<file path="src/rtl/mrd_rdx_wr_back.sv">
// Write-back steering for the mixed-radix DFT memory: 5-lane butterfly beats -> 7 RAM banks.
// Optional bank-collision detection is built when MRD_WR_CONFLICT_CHK_EN is defined.
module mrd_rdx_wr_back #(
    parameter int unsigned W_ADDR = 10,
    parameter int unsigned W_DATA = 18
) (
    input  logic                         clk,
    input  logic                         rst,
    input  logic                         stage_start,
    input  logic [2:0]                   cnt_stage,
    input  logic [2:0]                   stage_of_rdx2,
    input  logic [5:0][11:0]             dftpts_div_Nf,
    input  logic                         in_valid,
    input  logic [2:0]                   in_factor,
    input  logic [4:0][2:0]              in_bank_index,
    input  logic [4:0][W_ADDR-1:0]       in_bank_addr,
    input  logic [4:0][W_DATA-1:0]       in_d_real,
    input  logic [4:0][W_DATA-1:0]       in_d_imag,
    output logic [6:0]                   wren,
    output logic [6:0][W_ADDR-1:0]       wraddr,
    output logic [6:0][W_DATA-1:0]       wrdata_real,
    output logic [6:0][W_DATA-1:0]       wrdata_imag,
    output logic                         busy,
    output logic                         wr_end,
    output logic                         err_conflict
);

    typedef enum logic [1:0] {StIdle, StWr, StFlush} state_e;

    state_e      state_q, state_d;
    logic [11:0] cnt_q, cnt_d;
    logic [11:0] stop_q, stop_d;
    logic        rdx2_q, rdx2_d;
    logic        flush_q, flush_d;

    logic [11:0] stop_sel;
    logic [11:0] stop_new;
    logic        is_rdx2;

    always_comb begin
        state_d  = state_q;
        cnt_d    = cnt_q;
        stop_d   = stop_q;
        rdx2_d   = rdx2_q;
        flush_d  = flush_q;
        stop_sel = (cnt_stage <= 3'd5) ? dftpts_div_Nf[cnt_stage] : 12'd0;
        is_rdx2  = (cnt_stage == stage_of_rdx2);
        stop_new = is_rdx2 ? (stop_sel >> 1) : stop_sel;
        if (stage_start) begin
            // Also restarts an active stage; the aborted stage never reaches wr_end.
            stop_d  = stop_new;
            rdx2_d  = is_rdx2;
            cnt_d   = 12'd0;
            flush_d = 1'b0;
            state_d = (stop_new == 12'd0) ? StFlush : StWr;
        end else begin
            unique case (state_q)
                StIdle: ;
                StWr: begin
                    if (in_valid) begin
                        cnt_d = cnt_q + 12'd1;
                        if (cnt_q + 12'd1 == stop_q) begin
                            state_d = StFlush;
                            flush_d = 1'b0;
                        end
                    end
                end
                StFlush: begin
                    flush_d = 1'b1;
                    if (flush_q) state_d = StIdle;
                end
                default: state_d = StIdle;
            endcase
        end
    end

    always_ff @(posedge clk) begin
        if (rst) begin
            state_q <= StIdle;
            cnt_q   <= 12'd0;
            stop_q  <= 12'd0;
            rdx2_q  <= 1'b0;
            flush_q <= 1'b0;
        end else begin
            state_q <= state_d;
            cnt_q   <= cnt_d;
            stop_q  <= stop_d;
            rdx2_q  <= rdx2_d;
            flush_q <= flush_d;
        end
    end

    assign busy   = (state_q == StWr);
    // The second FLUSH cycle coincides with the last beat's stage-2 output.
    assign wr_end = (state_q == StFlush) && flush_q;

    // Stage 1: register the beat with its per-lane active flags.
    logic [4:0]             act_d, s1_act_q;
    logic [4:0][2:0]        s1_bank_q;
    logic [4:0][W_ADDR-1:0] s1_addr_q;
    logic [4:0][W_DATA-1:0] s1_re_q, s1_im_q;

    always_comb begin
        act_d = '0;
        for (int k = 0; k < 5; k++) begin
            act_d[k] = in_valid && (state_q == StWr) && (in_bank_index[k] != 3'd7) &&
                       (rdx2_q ? (k < 4) : (3'(k) < in_factor));
        end
    end

    always_ff @(posedge clk) begin
        if (rst) begin
            s1_act_q  <= '0;
            s1_bank_q <= '0;
            s1_addr_q <= '0;
            s1_re_q   <= '0;
            s1_im_q   <= '0;
        end else begin
            s1_act_q  <= act_d;
            s1_bank_q <= in_bank_index;
            s1_addr_q <= in_bank_addr;
            s1_re_q   <= in_d_real;
            s1_im_q   <= in_d_imag;
        end
    end

    // Stage 2: per-bank decode; descending scan leaves the lowest matching lane in place.
    logic [6:0]             wren_d;
    logic [6:0][W_ADDR-1:0] wraddr_d;
    logic [6:0][W_DATA-1:0] wrre_d, wrim_d;

    always_comb begin
        wren_d   = '0;
        wraddr_d = '0;
        wrre_d   = '0;
        wrim_d   = '0;
        for (int b = 0; b < 7; b++) begin
            for (int k = 4; k >= 0; k--) begin
                if (s1_act_q[k] && (s1_bank_q[k] == 3'(b))) begin
                    wren_d[b]   = 1'b1;
                    wraddr_d[b] = s1_addr_q[k];
                    wrre_d[b]   = s1_re_q[k];
                    wrim_d[b]   = s1_im_q[k];
                end
            end
        end
    end

    always_ff @(posedge clk) begin
        if (rst) begin
            wren        <= '0;
            wraddr      <= '0;
            wrdata_real <= '0;
            wrdata_imag <= '0;
        end else begin
            wren        <= wren_d;
            wraddr      <= wraddr_d;
            wrdata_real <= wrre_d;
            wrdata_imag <= wrim_d;
        end
    end

`ifdef MRD_WR_CONFLICT_CHK_EN
    logic conflict;
    logic err_q;

    always_comb begin
        conflict = 1'b0;
        for (int i = 0; i < 4; i++) begin
            for (int j = i + 1; j < 5; j++) begin
                if (s1_act_q[i] && s1_act_q[j] && (s1_bank_q[i] == s1_bank_q[j])) conflict = 1'b1;
            end
        end
    end

    always_ff @(posedge clk) begin
        if (rst || stage_start) err_q <= 1'b0;
        else if (conflict)      err_q <= 1'b1;
    end

    assign err_conflict = err_q;
`else
    assign err_conflict = 1'b0;
`endif

endmodule

</file>
<file path="config.mk">
export PLATFORM = sky130hd
export DESIGN_NAME = mrd_rdx_wr_back
export DESIGN_NICKNAME = d
export VERILOG_FILES = /design/src/rtl/mrd_rdx_wr_back.sv
export SDC_FILE = /design/constraint.sdc
export NUM_CORES = 2
export LEC_CHECK = 0
export BUFFER_PORTS_ARGS = -buffer_cell sky130_fd_sc_hd__buf_2
export CAP_MARGIN = 5
export CORE_AREA = 4 4 256 258
export DETAILED_ROUTE_END_ITERATION = 12
export DIE_AREA = 0 0 260 262
export PLACE_DENSITY = 0.8
export SLEW_MARGIN = 5
export SYNTH_ARGS = -nofsm -noshare
export SYNTH_HDL_FRONTEND = slang
export SYNTH_SLANG_ARGS = --single-unit
</file>
<file path="constraint.sdc">
create_clock -name clk -period 3.6 [get_ports clk]
set_input_delay 0.9 -clock clk [delete_from_list [all_inputs] [get_ports clk]]
set_output_delay 0.9 -clock clk [all_outputs]
set_load 0.005 [all_outputs]
</file>
Yosys cells after proc, flatten, opt, wreduce, memory -nomap -nowiden
Index checks and enable logic that the tools add are counted.
- output and inout port bits: 332
- logic and storage cells: 318
- bits of input ports: 330
- register bits after elaboration: 607
- multiplexer cells: 158
- $add $sub $neg: 1
- equality and inequality tests: 45
- reductions and logical operators: 59
- order comparisons: 7
- operators by type and width (kind ; count):
    18-bit two-way mux ; 70
    10-bit two-way mux ; 35
    1-bit logical AND ; 47
    3-bit == test, second input constant ; 15
    1-bit two-way mux ; 42
    12-bit binary-select mux with 3-bit select ; 1
    12-bit two-way mux ; 3
    3-bit by 2-bit == test with 1-bit output, second input constant ; 10
    3-bit != test, second input constant ; 7
    3-bit by 1-bit == test with 1-bit output, second input constant ; 5
    3-bit logical NOT ; 5
    12-bit by 1-bit adder with 12-bit output, second input constant ; 1
    12-bit == test ; 1
    12-bit logical NOT ; 1
    2-bit two-way mux ; 5
    1-bit by 3-bit < comparator with 1-bit output, first input constant ; 2
    2-bit by 3-bit < comparator with 1-bit output, first input constant ; 2
    2-bit one-hot mux with 3 select lines ; 1
    3-bit by 4-bit < comparator with 1-bit output, second input constant ; 1
    2-bit != test, second input constant ; 2
    4-bit AND reduction ; 1
    3-bit == test ; 1
    3-bit <= comparator, second input constant ; 1
    3-bit < comparator, first input constant ; 1
    other kinds (10) ; 10

Longest topological paths before layout
- depth after elaboration: 7
- mapped depth: 9
- depth with buffers taken out: 7

Least setup slack after synthesis
No wires, ideal clock.
- path kind: input-to-reg
- start point: input cnt_stage[0]
- end point: register state_q[1]
- required time: 3.540 ns
- setup time: 0.060 ns
- slack: 1.020 ns
- arrival time: 2.520 ns
- cell stages on the path: 9
- path buffers: 3
- cells stage by stage: buf_6 -> buf_8 -> buf_2 -> mux2i_1 -> nor2_1 -> a211oi_1 -> a21oi_1 -> o41ai_2 -> o311a_1
- cells in the longest elaborated chain, start to end: 7
- elaborated cells on any way between the ends: 9
- those cells by class: order compare: 1; eq/ne: 1; mux: 6; reduce/logical: 1
- ends and longest elaborated chain (element ; RTL line ; RTL):
    start, declared ; 10 ; input logic [2:0] cnt_stage,
    12-bit binary-select mux with 3-bit select ; 46 ; stop_sel = (cnt_stage <= 3'd5) ? dftpts_div_Nf[cnt_stage] : 12'd0;
    12-bit two-way mux (not written as such) ; 46 ;
    12-bit two-way mux ; 46 ;
    12-bit two-way mux (*) ; 48 ; stop_new = is_rdx2 ? (stop_sel >> 1) : stop_sel;
    12-bit logical NOT (*) ; 55 ; state_d = (stop_new == 12'd0) ? StFlush : StWr;
    2-bit two-way mux (*) ; 55 ;
    2-bit two-way mux (*) ; 49 ; if (stage_start) begin
    end signal, assigned ; 79 ; state_q <= StIdle;
    end signal, assigned ; 85 ; state_q <= state_d;
    end, declared ; 30 ; state_e state_q, state_d;
Every way passes the cells marked *; elsewhere a longest branch is shown, timed or not. The select of a mux whose other input is x is not followed.
A chain may end at the register's enable or synchronous reset.

Final worst setup path
- start point: register s1_bank_q[11] (netlist bit)
- end point: register wrdata_real[75] (netlist bit)
- cells in the longest elaborated chain, start to end: 6
- ends and longest elaborated chain (element ; RTL line ; RTL):
    start, declared ; 99 ; logic [4:0][2:0] s1_bank_q;
    start signal, assigned ; 120 ; s1_bank_q <= in_bank_index;
    3-bit == test ; 139 ; if (s1_act_q[k] && (s1_bank_q[k] == 3'(b))) begin
    1-bit logical AND ; 139 ;
    18-bit two-way mux (4 in a row) ; 139 ;
    end signal, assigned ; 158 ; wrdata_real <= wrre_d;
    end, declared ; 21 ; output logic [6:0][W_DATA-1:0] wrdata_real,
Every way passes these cells.

==> impl_metrics.ini <==
[power]
p_leak_nw = 14.7
p_per_area_nw_per_um2 = 440
ir_drop_v = 0.000372
p_total_mw = 15.5

[clocking]
cts.sinks = 607
htreeDepth = 3
cts-root-buf = clkbuf_16
hold_buffers = 0
cts_resized = 0
cts_made_buffers = 68
clock_path_buffers = 3
clk_latency_ps = 620
cts_tree = yes
cts.clk_slew.worst_paths_ps = 60
post-cts-setup-buffers = 0

[critical_path]
worst-path-max-fanout = 25
crit_slowest_cell = and4bb_4
rrSetupSlack_ps = 760
start_kind = flip-flop
rr_worst_depth = 6
max_stage_delay_ps = 660
crit_path_cell_trace = and4bb_4 > buf_4 > a221oi_1 > o311ai_1 > o21ai_0 > nor2_1
worst-endpoint-arrival_ps = 3380
required_ps = 4140
crit_type = flip-flop to flip-flop
r2r-start = s1_bank_q[11]
end_kind = flip-flop
regToRegEndpoint = wrdata_real[75]

[synthesis]
syn_inst = 3442
synth_top_flop_cell = dfxtp_1
syn_avg_cell_area_um2 = 8.37
async_flop_share = 0
syn_area_um2 = 28800
ys_warn_count = 0
synth_edf_count = 0
synth_top_area_frac = 0.422
syn-num-nets = 3773
yosys.area.top_type = dfxtp_1
synthTopCellsByArea = dfxtp_1, a211oi_1, nor2_1, a221oi_1, nor2b_1
ys_ff_latch = 607
synth_cell_type_count = 69
yosysSeqAreaShare = 0.422

[hold_path]
min_to = s1_im_q[2]
holdCritPathClass = input port to flip-flop
min_path_cells = 2
hp-start = in_d_imag[2]

[final_layout]
layout_common_cells = buf_2, nor2_1, dfxtp_1, a211oi_1, a21oi_1
multiInputGateArea_um2 = 15400
stdcell_area_um2 = 35300
regArea_um2 = 12200
layout.cells.most_common = buf_2
area_growth_pct = 22.5
drive_gt1_frac = 0.250
n_fill_cell = 5553
stdcell_count = 4826
fin_nets = 4238

[floorplan]
core_um2 = 63000
start_util = 0.457
io_pins = 662
die-area_um2 = 68100
dieWidth_um = 260
die_h_um = 262
num_rows = 92

[sta]
finalMaxSlewViolations = 0
max_freq_ghz = 0.352
rsz0062_at_grt = no
min_period_ps = 2840
finalHoldViolations = 0
fin_skew_ps = 25.0
fin_crit_sh = 0.788
worstMarginPinSlew_ps = 1140
slew_headroom = 0.237
setup_violations = 0
finalSetupTns_ps = 0

[detailed_routing]
route.detailed.drc = 0
wl_um = 124000
dr.pass1.iters = 9
avgRoutedWirePerCell_um = 25.7
drt_iter0_markers = 5218
vias_per_cell = 6.46
drtAntennaViolNets = 0
vias = 31182

[status]
status = finished clean

[place]
dpl_cell_area_um2 = 32800
hpwl_um = 79800
portBuffers = 660
gp_congestion = 0.939
dp_cells = 4683

[grt]
grt_pass1_wl_um = 178000
grt_antenna_before_repair = 28
grt_pass1_vias = 29204
grt_usage = 0.342
grt_start_max_net_pins = 112
gr-total-overflow = 0

[job]
maxCapViolations = 0
## power breakdown
group	switching (mW)	internal, mW	total [mW]
Combinational	0.470	0.410	0.880
Sequential	0.319	6.90	7.22
Clock	3.04	4.36	7.41
## Yosys cell counts (4+ instances only)
cell	instances
a211oi_1	325
buf_2	43
xnor2_1	9
buf_1	30
a21oi_1	301
o311ai_1	40
dfxtp_1	607
nand2b_1	6
nor4_1	7
o311ai_0	6
mux4_1	7
o21ai_0	55
mux2_2	93
and2_1	4
inv_1	12
a311oi_1	5
buf_4	4
clkbuf_1	267
nor2b_1	253
or3_1	48
nand2_1	122
nor4b_1	4
mux4_2	4
a22oi_1	139
mux2i_1	22
o2bb2ai_1	5
xor2_1	15
a221oi_1	184
nand3_1	10
nor2_1	634
o211ai_1	5
nand4_1	8
nor3_1	104
nor3b_1	4
nand4b_1	6
## sequential cells by signal, indices dropped and copies added (netlist names)
name and flops:
cnt_q 12, flush_q 1, rdx2_q 1, s1_act_q 5, s1_addr_q 50, s1_bank_q 15
s1_im_q 90, s1_re_q 90, state_q 2, stop_q 12, wraddr 70, wrdata_imag 126
wrdata_real 126, wren 7
## layer usage
layer / vias to the layer above / share of wire / GRT usage
li1: 13570 / - / -
met1: 14261 / 0.36 / 0.417
met2: 2660 / 0.44 / 0.532
met3: 667 / 0.13 / 0.102
met4: 24 / 0.066 / 0.210
met5: - / 0.0014 / 0
## worst max-delay path, delay by kind of cell (launching register included)
kind | cells | cell delay, ps
simple gates | 2 | 770
flops | 1 | 510
buf+inv | 1 | 500
compound gates | 3 | 950
## per-stage QoR
stage,hold WS [ps],util,setup slack (ps)
finish,496,0.560,762
global route,489,0.560,736
CTS,467,0.559,946
detailed placement,485,0.522,549
global placement,483,0.522,564
floorplan,453,-,1020
## cell type report
| cell class | instances | share of cell area |
|---|---|---|
| sequential | 607 | 0.344 |
| timing repair buffer | 741 | 0.119 |
| multi-input combinational | 2475 | 0.436 |
| inverter | 14 | 0.00149 |
| tap | 846 | 0.0300 |
| antenna | 18 | 0.00128 |
| clock buffer | 93 | 0.0564 |
| clock inverter | 32 | 0.0111 |
## logic make-up after synthesis
family	count (synthesis)	share of synthesized area
flip-flops	607	0.422
buffers and inverters	360	0.0500
AO/OA/AOI/OAI	1084	0.263
other	1	0.000130
AND/OR/NAND/NOR	1239	0.204
multiplexers	126	0.0535
adder cells (fa/ha/maj)	1	0.000434
XOR/XNOR	24	0.00730
## worst max path at each step
stage	start	endpoint	cells after the start
3_3_place_gp	cnt_stage[0]	state_q[1]	7
2_1_floorplan	cnt_stage[0]	state_q[1]	9
6_report	s1_bank_q[11]	wrdata_real[75]	6
4_1_cts	s1_bank_q[7]	wrdata_imag[110]	7
5_1_grt	s1_bank_q[9]	wrdata_real[75]	7
3_5_place_dp	cnt_stage[0]	state_q[1]	7
Power figures use the tool's default switching activity.
